File: src/rtl/reg_arb_pkg.sv
// Shared types and constants for the two-requester register port arbiter.
package reg_arb_pkg;

  localparam int REGCOUNT_DEFAULT  = 28;
  localparam int MAX_BURST_DEFAULT = 8;
  localparam int ADDR_W            = 5;

  localparam logic REQ_I2C = 1'b0;
  localparam logic REQ_IO  = 1'b1;

  typedef enum logic [1:0] {
    ST_IDLE   = 2'd0,
    ST_ACCESS = 2'd1,
    ST_RESP   = 2'd2
  } arb_state_t;

  function automatic logic [1:0] req_onehot(input logic idx);
    return idx ? 2'b10 : 2'b01;
  endfunction

endpackage

File: src/rtl/reg_port_arbiter_reg_bank.sv
// Register array: one write port, one registered read port that returns zero when idle,
// and a packed view of every register.
module reg_bank
  import reg_arb_pkg::*;
#(
  parameter int REGCOUNT = REGCOUNT_DEFAULT
) (
  input  logic                  clock,
  input  logic                  reset,
  input  logic                  wr_en,
  input  logic [ADDR_W-1:0]     wr_addr,
  input  logic [7:0]            wr_data,
  input  logic                  rd_en,
  input  logic [ADDR_W-1:0]     rd_addr,
  output logic [7:0]            rd_data,
  output logic [8*REGCOUNT-1:0] regs_packed
);

  logic [7:0] mem_r [REGCOUNT];
  logic [7:0] rd_data_r;

  // Storage update and registered read; reset wins over any write in the same cycle.
  always_ff @(posedge clock) begin
    if (reset) begin
      for (int i = 0; i < REGCOUNT; i++) begin
        mem_r[i] <= 8'h00;
      end
      rd_data_r <= 8'h00;
    end else begin
      if (wr_en) begin
        mem_r[wr_addr] <= wr_data;
      end else begin
        mem_r[wr_addr] <= mem_r[wr_addr];
      end
      if (rd_en) begin
        rd_data_r <= mem_r[rd_addr];
      end else begin
        rd_data_r <= 8'h00;
      end
    end
  end

  for (genvar g = 0; g < REGCOUNT; g++) begin : g_pack
    assign regs_packed[8*g +: 8] = mem_r[g];
  end

  assign rd_data = rd_data_r;

endmodule

File: src/rtl/reg_port_arbiter.sv
// Arbitrates two requesters (I2C side, IO side) onto a shared register bank with locked bursts.
// Optional macro ARB_ROUND_ROBIN_EN: ties alternate between requesters instead of favouring requester 0.
module reg_port_arbiter
  import reg_arb_pkg::*;
#(
  parameter int REGCOUNT  = REGCOUNT_DEFAULT,
  parameter int MAX_BURST = MAX_BURST_DEFAULT
) (
  input  logic                  clock,
  input  logic                  reset,
  input  logic [1:0]            req,
  input  logic [1:0]            we,
  input  logic [1:0]            lock,
  input  logic [9:0]            addr,
  input  logic [15:0]           wdata,
  output logic [1:0]            gnt,
  output logic [1:0]            ack,
  output logic                  err,
  output logic [7:0]            rdata,
  output logic [8*REGCOUNT-1:0] registers_packed
);

  localparam int                 BURST_W   = $clog2(MAX_BURST + 1);
  localparam logic [BURST_W-1:0] BURST_MAX = BURST_W'(MAX_BURST);
  localparam logic [ADDR_W:0]    REG_LIMIT = (ADDR_W + 1)'(REGCOUNT);

  arb_state_t         state_r;
  logic               winner_r;
  logic               we_r;
  logic [ADDR_W-1:0]  addr_r;
  logic [7:0]         wdata_r;
  logic [BURST_W-1:0] burst_r;
  logic [1:0]         gnt_r;
  logic [1:0]         ack_r;
  logic               err_r;
`ifdef ARB_ROUND_ROBIN_EN
  logic               last_r;
`endif

  logic               pick_s;
  logic               sel_s;
  logic               cap_we_s;
  logic [ADDR_W-1:0]  cap_addr_s;
  logic [7:0]         cap_wdata_s;
  logic               cont_s;
  logic               in_range_s;
  logic               wr_en_s;
  logic               rd_en_s;

  // Winner for a fresh grant out of IDLE.
  always_comb begin
    pick_s = REQ_I2C;
    if (req == 2'b11) begin
`ifdef ARB_ROUND_ROBIN_EN
      pick_s = ~last_r;
`else
      pick_s = REQ_I2C;
`endif
    end else if (req[1]) begin
      pick_s = REQ_IO;
    end else begin
      pick_s = REQ_I2C;
    end
  end

  // A locked continuation recaptures the current winner; otherwise take the fresh pick.
  always_comb begin
    sel_s = pick_s;
    if (state_r == ST_RESP) begin
      sel_s = winner_r;
    end else begin
      sel_s = pick_s;
    end
  end

  assign cap_we_s    = we[sel_s];
  assign cap_addr_s  = sel_s ? addr[9:5] : addr[4:0];
  assign cap_wdata_s = sel_s ? wdata[15:8] : wdata[7:0];
  assign cont_s      = lock[winner_r] & req[winner_r] & (burst_r < BURST_MAX);
  assign in_range_s  = ({1'b0, addr_r} < REG_LIMIT);
  assign wr_en_s     = (state_r == ST_ACCESS) & we_r & in_range_s;
  assign rd_en_s     = (state_r == ST_ACCESS) & ~we_r & in_range_s;

  // Arbitration FSM with registered handshake outputs.
  always_ff @(posedge clock) begin
    if (reset) begin
      state_r  <= ST_IDLE;
      winner_r <= REQ_I2C;
      we_r     <= 1'b0;
      addr_r   <= '0;
      wdata_r  <= 8'h00;
      burst_r  <= '0;
      gnt_r    <= 2'b00;
      ack_r    <= 2'b00;
      err_r    <= 1'b0;
`ifdef ARB_ROUND_ROBIN_EN
      last_r   <= REQ_IO;
`endif
    end else begin
      gnt_r <= 2'b00;
      ack_r <= 2'b00;
      err_r <= 1'b0;
      case (state_r)
        ST_IDLE: begin
          if (req != 2'b00) begin
            state_r  <= ST_ACCESS;
            winner_r <= pick_s;
            we_r     <= cap_we_s;
            addr_r   <= cap_addr_s;
            wdata_r  <= cap_wdata_s;
            burst_r  <= BURST_W'(1);
            gnt_r    <= req_onehot(pick_s);
          end else begin
            state_r <= ST_IDLE;
          end
        end
        ST_ACCESS: begin
          state_r <= ST_RESP;
          ack_r   <= req_onehot(winner_r);
          err_r   <= ~in_range_s;
        end
        ST_RESP: begin
          if (cont_s) begin
            state_r <= ST_ACCESS;
            we_r    <= cap_we_s;
            addr_r  <= cap_addr_s;
            wdata_r <= cap_wdata_s;
            burst_r <= burst_r + BURST_W'(1);
            gnt_r   <= req_onehot(winner_r);
          end else begin
            state_r <= ST_IDLE;
`ifdef ARB_ROUND_ROBIN_EN
            last_r  <= winner_r;
`endif
          end
        end
        default: begin
          state_r <= ST_IDLE;
        end
      endcase
    end
  end

  reg_bank #(
    .REGCOUNT(REGCOUNT)
  ) u_reg_bank (
    .clock      (clock),
    .reset      (reset),
    .wr_en      (wr_en_s),
    .wr_addr    (addr_r),
    .wr_data    (wdata_r),
    .rd_en      (rd_en_s),
    .rd_addr    (addr_r),
    .rd_data    (rdata),
    .regs_packed(registers_packed)
  );

  assign gnt = gnt_r;
  assign ack = ack_r;
  assign err = err_r;

endmodule

File: config.mk
export PLATFORM = sky130hd
export DESIGN_NAME = reg_port_arbiter
export DESIGN_NICKNAME = d
export VERILOG_FILES = /design/src/rtl/reg_arb_pkg.sv /design/src/rtl/reg_port_arbiter_reg_bank.sv /design/src/rtl/reg_port_arbiter.sv
export SDC_FILE = /design/constraint.sdc
export NUM_CORES = 1
export LEC_CHECK = 0
export CORE_ASPECT_RATIO = 0.5
export CORE_MARGIN = 5
export CORE_UTILIZATION = 42
export CTS_CLUSTER_SIZE = 8
export DETAILED_ROUTE_END_ITERATION = 7
export PLACE_DENSITY = 0.81
export SETUP_SLACK_MARGIN = 0.02
export SYNTH_ARGS = -nofsm -noshare
export SYNTH_HDL_FRONTEND = slang
export SYNTH_HIERARCHICAL = 1
export SYNTH_SLANG_ARGS = --single-unit
File: constraint.sdc
create_clock -name clock -period 2.1 [get_ports clock]
set_input_delay 0.315 -clock clock [delete_from_list [all_inputs] [get_ports clock]]
set_output_delay 0.315 -clock clock [all_outputs]
set_load 0.005 [all_outputs]
# Yosys cells after proc, flatten, opt, wreduce, memory -nomap -nowiden
# Memory sizes are Yosys's and may differ from the RTL's. A register that Yosys moved wholly into a read port is not among the register bits.
# Index checks and enable logic that the tools add are counted.
# op_classes
n_eq_ne,5
reduce_logical,8
bitwise_logic,11
add_sub_neg,1
n_mux,45
magnitude_cmp,4
# op_table
op,n
8-bit 2-to-1 mux,5
5-bit 2-to-1 mux,6
1-bit 2-to-1 mux,22
8-bit one-hot mux with 2 select lines,1
5-bit one-hot mux with 2 select lines,1
2-bit 2-to-1 mux,4
4-bit 2-to-1 mux,2
4-bit one-hot mux with 2 select lines,1
8-bit OR reduction,1
1-bit bitwise AND,6
2-bit one-hot mux with 3 select lines,1
5-bit < comparator (second input constant),1
4-bit by 1-bit adder with 4-bit output (second input constant),1
2-bit == test (second input constant),2
1-bit by 2-bit < comparator with 1-bit output (second input constant),2
4-bit < comparator (second input constant),1
2-bit inequality test (second input constant),2
1-bit inverter,4
2-bit one-hot mux with 2 select lines,1
2-bit nonzero test,2
2-bit OR reduction,2
3-bit AND reduction,1
2-bit by 1-bit == test with 1-bit output (second input constant),1
2-bit logical NOT,1
other kinds (3),3
# totals
input_bits,34
ramBits,224
memories,1
ff_bits,34
word_cells,85
# memory_table
name,words,width,rd,rd_clocked_by_memory_dff,wr,line_no,source
u_reg_bank.mem_r,28,8,29,1,28,reg_port_arbiter_reg_bank.sv:19,logic [7:0] mem_r [REGCOUNT];

# Logic depth before layout (Yosys ltp)
# Gate-level depths: netlist (run 1).
# logic_depth
ltp_word,9
mapped_depth,7
depth_no_buf,5

# Modules after synthesis
# The synthesis (run 1) kept the hierarchy.
# by_module_without_submodules
module,area_each_um2,cells_per_inst,instances
reg_bank,11960.2,745,1
reg_port_arbiter,1228.7,118,1

# Least setup slack after synthesis (run 1)
# OpenSTA, ideal clock, no wires.
# synth_timing
path_type,register -> register
from,reg addr_r[3]
to,mem u_reg_bank.mem_r[12][0] (enable)
slack_ns,-0.049
arrival_ns,1.840
path_buffers,1
path_stages_with_launch,7
setup_time_ns,0.309
path_cell_list,dfxtp_1 > nand3_1 > and4b_1 > or4b_1 > clkbuf_1 > nor2_1 > or2_2
# synth_lines
element,line_no,source
start: declaration,reg_port_arbiter.sv:30,logic [ADDR_W-1:0] addr_r;
start signal: assignment,reg_port_arbiter.sv:109,addr_r <= cap_addr_s;
start signal: assignment,reg_port_arbiter.sv:126,addr_r <= cap_addr_s;
end: declaration,reg_port_arbiter_reg_bank.sv:19,

# Final worst setup path (run 1)
# layout_timing
from,reg addr_r[1]
to,"reg u_reg_bank.rd_data_r[6] (netlist: u_reg_bank/rd_data[6]), read port of u_reg_bank.mem_r"
# layout_via
elab_chain_len,4
# layout_lines
element,line_no,source
5-bit < comparator,reg_port_arbiter.sv:80,"assign in_range_s = ({1'b0, addr_r} < REG_LIMIT);"
1-bit bitwise AND,reg_port_arbiter.sv:82,assign rd_en_s = (state_r == ST_ACCESS) & ~we_r & in_range_s;
1-bit inverter (no source line),-,
2-bit OR reduction (no source line),-,
end: declaration,reg_port_arbiter_reg_bank.sv:20,logic [7:0] rd_data_r;
# No other way between the ends.
# A chain may end at the register's enable or synchronous reset.

==> flow_metrics.tcl, run 1 <==
set metrics [dict create \
    status "completed" \
    synth_edf_count 256 \
    dieArea_um2 35300 \
    finClkSkew_ns 0.0253 \
    cellLeakagePower_nw 6.63 \
    clockBufferDepth 3 \
    hold_class "input pin to flip-flop" \
    grt_pass1_vias 9539 \
    synthDistinctLibCells 49 \
    hold_viol_final 0 \
    utilization_pct 58.5 \
    rows 45 \
    ios 271 \
    antenna_found_initial 0 \
    fp.coreArea_um2 30600 \
    holdPathStages 3 \
    fmax_ghz 0.489 \
    layout_common_cells "269 x clkdlybuf4s50_1, 256 x edfxtp_1, 226 x and2_1" \
    cts_tree "done" \
    synthesis.area_um2 13200 \
    endpoint_kind "flip-flop" \
    cts_max_level 2 \
    ys.flop_type "edfxtp_1" \
    drv_slew 0 \
    dieWidth_um 261 \
    r2r.worst_path.cells 4 \
    synth_nets 898 \
    clkSinkCount 290 \
    drtAntennaViolNets 0 \
    grt-ovfl-total 0 \
    syn_to_final_growth_pct 36.0 \
    finalSetupViolations 0 \
    drcViolationCount 0 \
    synthCells 863 \
    r2r_start "addr_r[1]" \
    clk_latency_ns 0.54 \
    cts_root_buf "clkbuf_16" \
    p_int_mw 11.1 \
    p_sw_mw 3.59 \
    die_h_um 135 \
    p_comb_share_pct 13.5 \
    worstHoldEndpoint "gnt[0]" \
    first_pass_iters 5 \
    dp.cells 1574 \
    synth_warnings 6 \
    initial_core_util_pct 43.1 \
    drt_iter0_drc 999 \
    dpl.hpwl_mm 29.4 \
    p_seq_share_pct 45.3 \
    drive_gt1_share_pct 16.7 \
    fin_crit_ns 2.04 \
    final_cell_count_no_fill 1638 \
    avgRoutedWirePerCell_um 25.5 \
    ctsHoldBuffers 0 \
    wirelength_mm 41.8 \
    irDropWorstVdd_mv 0.491 \
    routed_via_density 5.60 \
    synth.ff_latch_count 290 \
    grt_start_max_net_pins 61 \
    final_common_cell "clkdlybuf4s50_1" \
    cp.arrival_ns 2.44 \
    startpoint_type "flip-flop" \
    swShare_pct 24.4 \
    post_synth.cell_area_avg_um2 15.3 \
    crit_type "flip-flop to flip-flop" \
    ff2ff_setup_slack_ns 0.06 \
    gp_congestion 0.890 \
    grt_pass1_wl_mm 60.3 \
    async_flop_share_pct 0 \
    cts_buffers 42 \
    clkTransAtPathRegs_ns 0.05 \
    timing.max_cap.violations 0 \
    vias 9172 \
    num_antenna_cells 0 \
    powerDensity_nw_per_um2 820 \
    critPathMaxFanout 12 \
    clockPowerShare_pct 41.2 \
    track_usage_pct 23.0 \
    post-route-period-util_pct 97.3 \
    nets 1234 \
    critPathRequiredTime_ns 2.49 \
    port_buffers 270 \
    grt_setup_unrepaired "yes" \
    hp-start "lock[0]" \
    regToRegEndpoint "u_reg_bank/rd_data[6]" \
    tightest_slew_ns 0.727 \
    max-slew-margin-rel_pct 50.5 \
    seq_area_frac_synth_pct 63.4 \
]
-- worst max-delay path by stage --
stage	endpoint	slack (ns)	from	cells after the start
floorplan	u_reg_bank/mem_r[12][0]	-0.05	addr_r[3]	6
global placement	u_reg_bank/mem_r[16][1]	0.08	addr_r[2]	6
detailed placement	u_reg_bank/mem_r[4][7]	0.03	addr_r[2]	6
CTS	u_reg_bank/mem_r[24][0]	0.02	addr_r[2]	6
global route	u_reg_bank/mem_r[24][0]	0.008	addr_r[2]	6
finish	u_reg_bank/rd_data[6]	0.06	addr_r[1]	4
-- cell usage after synthesis, types with 2 or more instances --
master     number  share of area (%)
dfxtp_1        34                5.2
mux4_2         28                4.8
buf_2           5               0.19
a31oi_1         8               0.38
o21ai_0         8               0.30
a211oi_1        3               0.17
edfxtp_1      256                 58
or3b_2          3               0.20
a221o_1         8               0.61
nor2b_1         3               0.14
nand2_1        10               0.28
a22oi_1         8               0.46
buf_6           8               0.68
clkbuf_1       24               0.68
mux2i_1        46                3.5
a21oi_1         6               0.23
a221oi_1       10               0.66
nand4bb_1       2               0.17
buf_1           4               0.11
buf_12          2               0.30
or3_1           2              0.095
and2_1        226                 11
a221oi_2       10                1.1
or2_2          28                1.3
inv_1           2              0.057
mux4_1         28                5.6
nor2_1         56                1.6
o2111ai_1       2               0.13
buf_4           6               0.34
nand3_1         4               0.15
nand3b_1        4               0.23
nand4b_1        2               0.13
-- worst max-delay path, cell delays in order, from the launching register on --
cell	delay, ns
dfxtp_4	0.51
buf_4	0.20
mux4_2	0.53
o21ai_0	0.47
a31oi_1	0.18
-- final cells by class --
| cell class | instances | area, µm² |
|---|---|---|
| clock buffers | 57 | 1130 |
| clock inverters | 3 | 41.3 |
| fillers | 2286 | 12700 |
| inverters | 3 | 11.3 |
| multi-input cells | 519 | 4520 |
| flip-flops and latches | 290 | 8380 |
| well taps | 423 | 529 |
| repair buffers | 343 | 3330 |
-- what timing repair did --
item,CTS,global route
buffers inserted,0,4
gates resized for setup,3,12
endpoints found under the setup margin,14,69
pin swaps,0,5
-- flip-flops by register name, summed over array words and instances (netlist names) --
| register | cells |
|---|---|
| err | 1 |
| burst_r | 4 |
| gnt | 2 |
| state_r | 2 |
| u_reg_bank/mem_r | 256 |
| u_reg_bank/rd_data | 8 |
| winner_r | 1 |
| ack | 2 |
| wdata_r | 8 |
| we_r | 1 |
| addr_r | 5 |
-- cell families after synthesis --
kind of cell | after synthesis | share of synthesized area [%]
AO/OA/AOI/OAI | 66 | 4.26
adder cells (fa/ha/maj) | 1 | 0.0949
multiplexers | 103 | 14.0
flip-flops | 290 | 63.4
buffers and inverters | 54 | 2.57
AND/OR/NAND/NOR | 349 | 15.6
-- metal layers --
layer | vias to the layer above | wire, µm | GRT usage, % | part of all wire (%)
met3 | 104 | 3550 | 5.20 | 8.5
met1 | 4654 | 14800 | 26.8 | 35
met4 | 0 | 1820 | 10.1 | 4.3
met5 | - | 0 | 0 | 0
li1 | 3923 | - | - | -
met2 | 491 | 21600 | 41.0 | 52
-- power by group through the flow --
stage	Sequential [mW]	Combinational, mW	Clock (mW)
2_1_floorplan	6.76	0.958	0
6_report	6.66	1.99	6.06
3_3_place_gp	6.77	1.86	0
4_1_cts	6.67	1.92	6.15
3_5_place_dp	6.78	1.91	0
5_1_grt	6.67	2.07	6.41
-- metrics by stage --
stage	instance area, µm²	power (mW)	worst slack [ns]	TNS (ns)	hold WS [ns]
CTS	17900	14.7	0.0188	0	0.362
finish	17900	14.7	0.0559	0	0.385
global route	17900	15.2	0.00770	0	0.398
detailed placement	16700	8.69	0.0259	0	0.510
global placement	16700	8.64	0.0837	0	0.468
floorplan	13200	7.71	-0.0493	-2.71	0.412
Power figures use the tool's default switching activity.
==> run 2, diff against run 1 <==
--- a/config.mk
+++ b/config.mk
@@ -10,9 +10,11 @@
 export CORE_UTILIZATION = 42
 export CTS_CLUSTER_SIZE = 8
 export DETAILED_ROUTE_END_ITERATION = 7
+export GPL_TIMING_DRIVEN = 0
 export PLACE_DENSITY = 0.81
 export SETUP_SLACK_MARGIN = 0.02
 export SYNTH_ARGS = -nofsm -noshare
 export SYNTH_HDL_FRONTEND = slang
 export SYNTH_HIERARCHICAL = 1
 export SYNTH_SLANG_ARGS = --single-unit
+export TNS_END_PERCENT = 30
==> run 2 against run 1 <==
Against the previous run: the flow now finishes with violations (setup timing); largest power group unchanged; critical path type unchanged; count of clock-buffer cells in the layout is the same; highest routed layer unchanged; flip-flop and latch count is the same; core utilization grew 0.45 points; routed wire length grew 4.1%; design area grew 0.77%; worst setup slack lost 0.089 ns; non-clock buffer count shrank 5; critical endpoint is now u_reg_bank/mem_r[28][0]; sequential power grew 2%; combinational power is essentially flat.
==> flow_metrics.tcl, run 2 (same netlist as run 1, synthesis figures left out) <==
set metrics [dict create \
    status "finished, violations left" \
    failed_checks "setup timing" \
    drv_slew 0 \
    pre_cts_slack_ns -0.920 \
    track_usage_pct 24.2 \
    clkTransAtPathRegs_ns 0.05 \
    finClkSkew_ns 0.0159 \
    timing.max_cap.violations 0 \
    nets 1229 \
    use_met1_pct 28.5 \
    ios 271 \
    clockBufferDepth 3 \
    irDropWorstVdd_mv 0.605 \
    avgRoutedWirePerCell_um 26.7 \
    tightest_slew_ns 0.812 \
    syn_to_final_growth_pct 37.0 \
    clk_latency_ns 0.53 \
    clkSinkCount 290 \
    post_dp_cell_area_um2 16400 \
    cts_max_level 2 \
    die_h_um 135 \
    hold_viol_final 0 \
    critPathMaxFanout 8 \
    routed_via_density 5.71 \
    hold_class "input pin to flip-flop" \
    grt_pass1_vias 9641 \
    drcViolationCount 0 \
    max_stage_delay_ns 0.66 \
    fmax_ghz 0.469 \
    startpoint_type "flip-flop" \
    final_cell_count_no_fill 1632 \
    use_met3_pct 5.38 \
    fin_crit_ns 2.13 \
    drive_gt1_share_pct 17.6 \
    powerDensity_nw_per_um2 817 \
    num_antenna_cells 0 \
    cellLeakagePower_nw 6.51 \
    hold_ws_ns 0.383 \
    layout_common_cells "270 x clkdlybuf4s50_1, 256 x edfxtp_1, 226 x and2_1" \
    dieWidth_um 261 \
    port_buffers 270 \
    drt_iter0_drc 1273 \
    setup_tns_ns -0.246 \
    grt_start_max_net_pins 16 \
    post-route-period-util_pct 102 \
    dieArea_um2 35300 \
    drtAntennaViolNets 0 \
    antenna_found_initial 0 \
    dp.cells 1556 \
    vias 9318 \
    setup_slack_ns -0.0335 \
    grt_pass1_wl_mm 63.1 \
    slowest_stage "or4b_4" \
    design_area_um2 18100 \
    dpl.hpwl_mm 31.7 \
    critPathRequiredTime_ns 2.35 \
    top_usage_layer "met2" \
    cts_tree "done" \
    max-slew-margin-rel_pct 45.8 \
    fillers 2256 \
    ff2ff_setup_slack_ns -0.03 \
    gp_congestion 0.950 \
    use_met2_pct 42.6 \
    largest_reg_flops 256 \
    utilization_pct 59.0 \
    grt-ovfl-total 0 \
    ctsHoldBuffers 0 \
    crit_type "flip-flop to flip-flop" \
    power_mw 14.8 \
    wirelength_mm 43.5 \
    cts_root_buf "clkbuf_16" \
    final_common_cell "clkdlybuf4s50_1" \
    rows 45 \
    cp.arrival_ns 2.39 \
    finalSetupViolations 8 \
    cts_buffers 42 \
    endpoint_kind "flip-flop" \
    grt_setup_unrepaired "yes" \
    initial_core_util_pct 43.1 \
    crit_chain "nand3_4 -> and4b_2 -> or4b_4 -> buf_6 -> nor2_4 -> buf_12" \
    top_register "u_reg_bank/mem_r" \
    first_pass_iters 5 \
    fp.coreArea_um2 30600 \
]
## run 2: changes by cell type in the layout (fill, tap and decap cells not counted), sizes merged
cell,previous run,this run
clkinv,3,1
clkbuf,57,82
inv,3,4
clkdlybuf4s50,269,270
buf,74,43
## run 2: repair_timing
| action | CTS | global route |
|---|---|---|
| gates resized for setup | 80 | 33 |
| setup buffers | 17 | 1 |
| pin swaps | 12 | 7 |
| setup endpoints to repair | 488 | 252 |
## run 2: layer usage
metal,wire length [µm],vias to the layer above
met5,0,-
met4,2290,0
met3,4320,151
met2,22100,568
met1,14900,4654
li1,-,3945
## run 2: cell type report
type	instances	area [µm²]	area share, %
Buffer	50	348	1.92
Clock buffer	57	1130	6.25
Clock inverter	2	17.5	0.0969
Inverter	3	11.3	0.0623
Multi-Input combinational cell	519	4780	26.5
Sequential cell	290	8390	46.4
Tap cell	423	529	2.93
Timing Repair Buffer	288	2870	15.9
## run 2: worst max-delay path: cells and delay by family (launching register included)
family                 cells  cell delay [ns]
AND/OR/NAND/NOR            4             1.15
buffers and inverters      2             0.33
flip-flops                 1             0.36
## run 2: report_power, final
| group | internal, mW | switching (mW) |
|---|---|---|
| registers | 6.50 | 0.265 |
| logic | 0.923 | 1.07 |
| clock network | 3.68 | 2.32 |
## run 2: worst paths after layout
path,endpoint,depth (start not counted),start
min,gnt[0],3,lock[0]
max reg2reg,u_reg_bank/mem_r[28][0],6,addr_r[3]
max,u_reg_bank/mem_r[28][0],6,addr_r[3]
min reg2reg,burst_r[1],2,burst_r[1]
==> run 3, diff against run 2 <==
--- a/config.mk
+++ b/config.mk
@@ -5,13 +5,14 @@
 export SDC_FILE = /design/constraint.sdc
 export NUM_CORES = 1
 export LEC_CHECK = 0
+export ABC_AREA = 1
 export CORE_ASPECT_RATIO = 0.5
 export CORE_MARGIN = 5
 export CORE_UTILIZATION = 42
 export CTS_CLUSTER_SIZE = 8
 export DETAILED_ROUTE_END_ITERATION = 7
 export GPL_TIMING_DRIVEN = 0
-export PLACE_DENSITY = 0.81
+export PLACE_DENSITY = 0.79
 export SETUP_SLACK_MARGIN = 0.02
 export SYNTH_ARGS = -nofsm -noshare
 export SYNTH_HDL_FRONTEND = slang
==> constraint.sdc (replaced) <==
create_clock -name clock -period 2.73 [get_ports clock]
set_input_delay 0.4095 -clock clock [delete_from_list [all_inputs] [get_ports clock]]
set_output_delay 0.4095 -clock clock [all_outputs]
set_load 0.005 [all_outputs]
==> run 3 against run 2 <==
Against the previous run: the flow still finishes with violations (setup timing); final cell count is 34% higher; routed wire length grew 12%; worst setup slack worse by 0.0028 ns; first-iteration DRC count grew 41%; synthesized cell count up 63%; hold slack improved by 0.11 ns; register-to-register slack better by 0.14 ns; non-clock buffer count rose by 18; clock skew grew 0.017 ns; largest cell class unchanged; highest routed layer unchanged.
==> flow_metrics.tcl, run 3 <==
set metrics [dict create \
    status "finished, violations left" \
    failed_checks "setup timing" \
    finalSetupViolations 38 \
    gp_congestion 0.987 \
    track_usage_pct 26.8 \
    startpoint_type "input pin" \
    seq_area_frac_synth_pct 63.3 \
    nets 1767 \
    grt_setup_unrepaired "no" \
    cts_max_level 2 \
    max_stage_delay_ns 0.75 \
    yosysMostFrequentCell "nand2_1" \
    fmax_ghz 0.362 \
    cellLeakagePower_nw 6.80 \
    rows 45 \
    netlist.area_leader.share_pct 58.2 \
    grt_pass1_wl_mm 70.5 \
    clkTransAtPathRegs_ns 0.05 \
    synth.ff_latch_count 290 \
    setup_slack_ns -0.0362 \
    finClkSkew_ns 0.0325 \
    wirelength_mm 49.0 \
    layout_common_cells "392 x nand2_1, 308 x nor2_1, 270 x clkdlybuf4s50_1" \
    cts_tree "done" \
    hold_viol_final 0 \
    drv_slew 0 \
    crit_top_cell "clkbuf_1" \
    drcViolationCount 0 \
    crit_chain "clkdlybuf4s50_1 -> inv_1 -> clkbuf_1 -> clkbuf_1 -> nand2_1" \
    clockPowerShare_pct 40.1 \
    swShare_pct 28.3 \
    fp.coreArea_um2 30700 \
    routed_via_density 5.50 \
    p_int_mw 8.55 \
    final_common_cell "nand2_1" \
    critPathMaxFanout 10 \
    ys.flop_type "edfxtp_1" \
    synthesis.area_um2 13200 \
    synthDistinctLibCells 33 \
    num_antenna_cells 0 \
    clk_latency_ns 0.54 \
    antenna_found_initial 0 \
    slowest_stage "clkbuf_1" \
    dieArea_um2 35300 \
    vias 12030 \
    largest_reg_flops 256 \
    grt_start_max_net_pins 14 \
    power_mw 11.9 \
    port_buffers 270 \
    drive_gt1_share_pct 9.81 \
    tightest_slew_ns 0.944 \
    cp_num_buf_inv 4 \
    yosysTopAreaCell "edfxtp_1" \
    cpLargestDelayFamily "buffers and inverters" \
    top_register "u_reg_bank/mem_r" \
    grt_pass1_vias 11673 \
    dpl.hpwl_mm 36.5 \
    timing.max_cap.violations 0 \
    critPathRequiredTime_ns 2.90 \
    p_seq_share_pct 43.3 \
    endpoint_kind "flip-flop" \
    syn_to_final_growth_pct 34.7 \
    synth_warnings 6 \
    synth_commonest_cells "399 x nand2_1, 308 x nor2_1, 256 x edfxtp_1" \
    synthCells 1410 \
    initial_core_util_pct 43.1 \
    pre_cts_slack_ns -0.480 \
    hold_class "flip-flop to flip-flop" \
    powerDensity_nw_per_um2 670 \
    cts_buffers 42 \
    grt-ovfl-total 0 \
    drtAntennaViolNets 0 \
    die_h_um 135 \
    hold_ws_ns 0.492 \
    cts_root_buf "clkbuf_16" \
    synthTopCellsByArea "edfxtp_1 58%, nand2_1 11%, nor2_1 8.8%" \
    post_synth.cell_area_avg_um2 9.37 \
    drt_iter0_drc 1795 \
    post-route-period-util_pct 101 \
    dieWidth_um 261 \
    synth_edf_count 256 \
    crit_type "input pin to flip-flop" \
    cp.arrival_ns 2.94 \
    clockBufferDepth 3 \
    irDropWorstVdd_mv 0.473 \
    fin_crit_ns 2.77 \
    clkSinkCount 290 \
    synth_nets 1445 \
    utilization_pct 58.0 \
    max-slew-margin-rel_pct 36.6 \
    first_pass_iters 5 \
    async_flop_share_pct 0 \
    p_sw_mw 3.38 \
    ios 271 \
    p_comb_share_pct 16.6 \
    avgRoutedWirePerCell_um 22.4 \
    fillers 2528 \
]
[run 3: changes by cell type in the layout (fill, tap and decap cells not counted), moves of 26 or more]
cell	previous run	this run
clkbuf_1	32	63
mux4_1	28	0
nor2_1	25	308
nand2_2	0	37
mux4_2	28	0
nand2_1	10	392
nand3_1	3	200
buf_2	3	40
and2_1	226	0
nor2_4	26	0
mux2i_1	45	0
[run 3: worst reg2reg max path, cell delays in order (launching register included)]
cell and delay [ns]:
dfxtp_2 0.41, inv_1 0.14, nor3_1 0.07, nor3_1 0.27, nand2_2 0.27, inv_1 0.12
nand2_1 0.08, inv_2 0.28, nand2_1 0.29, nand2_1 0.36
[run 3: metal layers]
metal  part of all wire (%)  global-route usage (%)
met1                     36                    33.5
met2                     46                    42.6
met3                     14                    9.69
met4                    4.2                    10.9
met5                      0                       0
[run 3: cells by family (layout without fill, tap and decap cells)]
kind of cell | after synthesis | after routing | synth area share [%]
and+or+nand+nor | 976 | 976 | 31.5
DFF | 290 | 290 | 63.3
buffers and inverters | 115 | 468 | 3.94
AOI/OAI and AO/OA | 27 | 27 | 1.05
adders and majority gates | 1 | 1 | 0.0947
xor gates and xnor gates | 1 | 1 | 0.0663
[run 3: layout make-up]
class / count / area (µm²) / share of cell area (%)
buffer: 78 / 374 / 2.10
clock buffer: 73 / 1190 / 6.68
clock inverter: 2 / 17.5 / 0.0984
inverter: 37 / 146 / 0.823
multi-input combinational: 1005 / 4370 / 24.5
sequential: 290 / 8370 / 47.0
tap: 423 / 529 / 2.97
timing repair buffer: 278 / 2800 / 15.7
[run 3: power by group through the flow]
stage               sequential [mW]  clock (mW)  combinational, mW
floorplan                      5.19           0               1.00
global placement               5.24           0               1.85
detailed placement             5.24           0               1.88
CTS                            5.16        4.78               1.90
global route                   5.18        5.00               2.08
finish                         5.17        4.78               1.98
[run 3: timing repair]
action | 4_1_cts | 5_1_grt
pin swaps | 2 | 1
buffers inserted | 4 | 1
hold buffers | 0 | 0
endpoints found under the setup margin | 206 | 120
gates resized for setup | 8 | 3
[run 3: worst paths after layout]
kind / cells after the start / slack (ns) / startpoint / endpoint
setup reg to reg: 9 / 0.11 / addr_r[3] / u_reg_bank/mem_r[10][4]
setup / recovery: 5 / -0.04 / reset / u_reg_bank/mem_r[25][2]
hold reg to reg: 2 / 0.49 / burst_r[3] / burst_r[3]
hold / removal: 2 / 0.49 / burst_r[3] / burst_r[3]
[run 3: metrics by stage]
stage / cells / cell area (µm²) / setup TNS, ns
floorplan: 1410 / 13200 / 0
global placement: 2103 / 16400 / -44.03
detailed placement: 2106 / 16500 / -43.91
CTS: 2185 / 17800 / 0
global route: 2186 / 17800 / 0
finish: 2186 / 17800 / -0.832
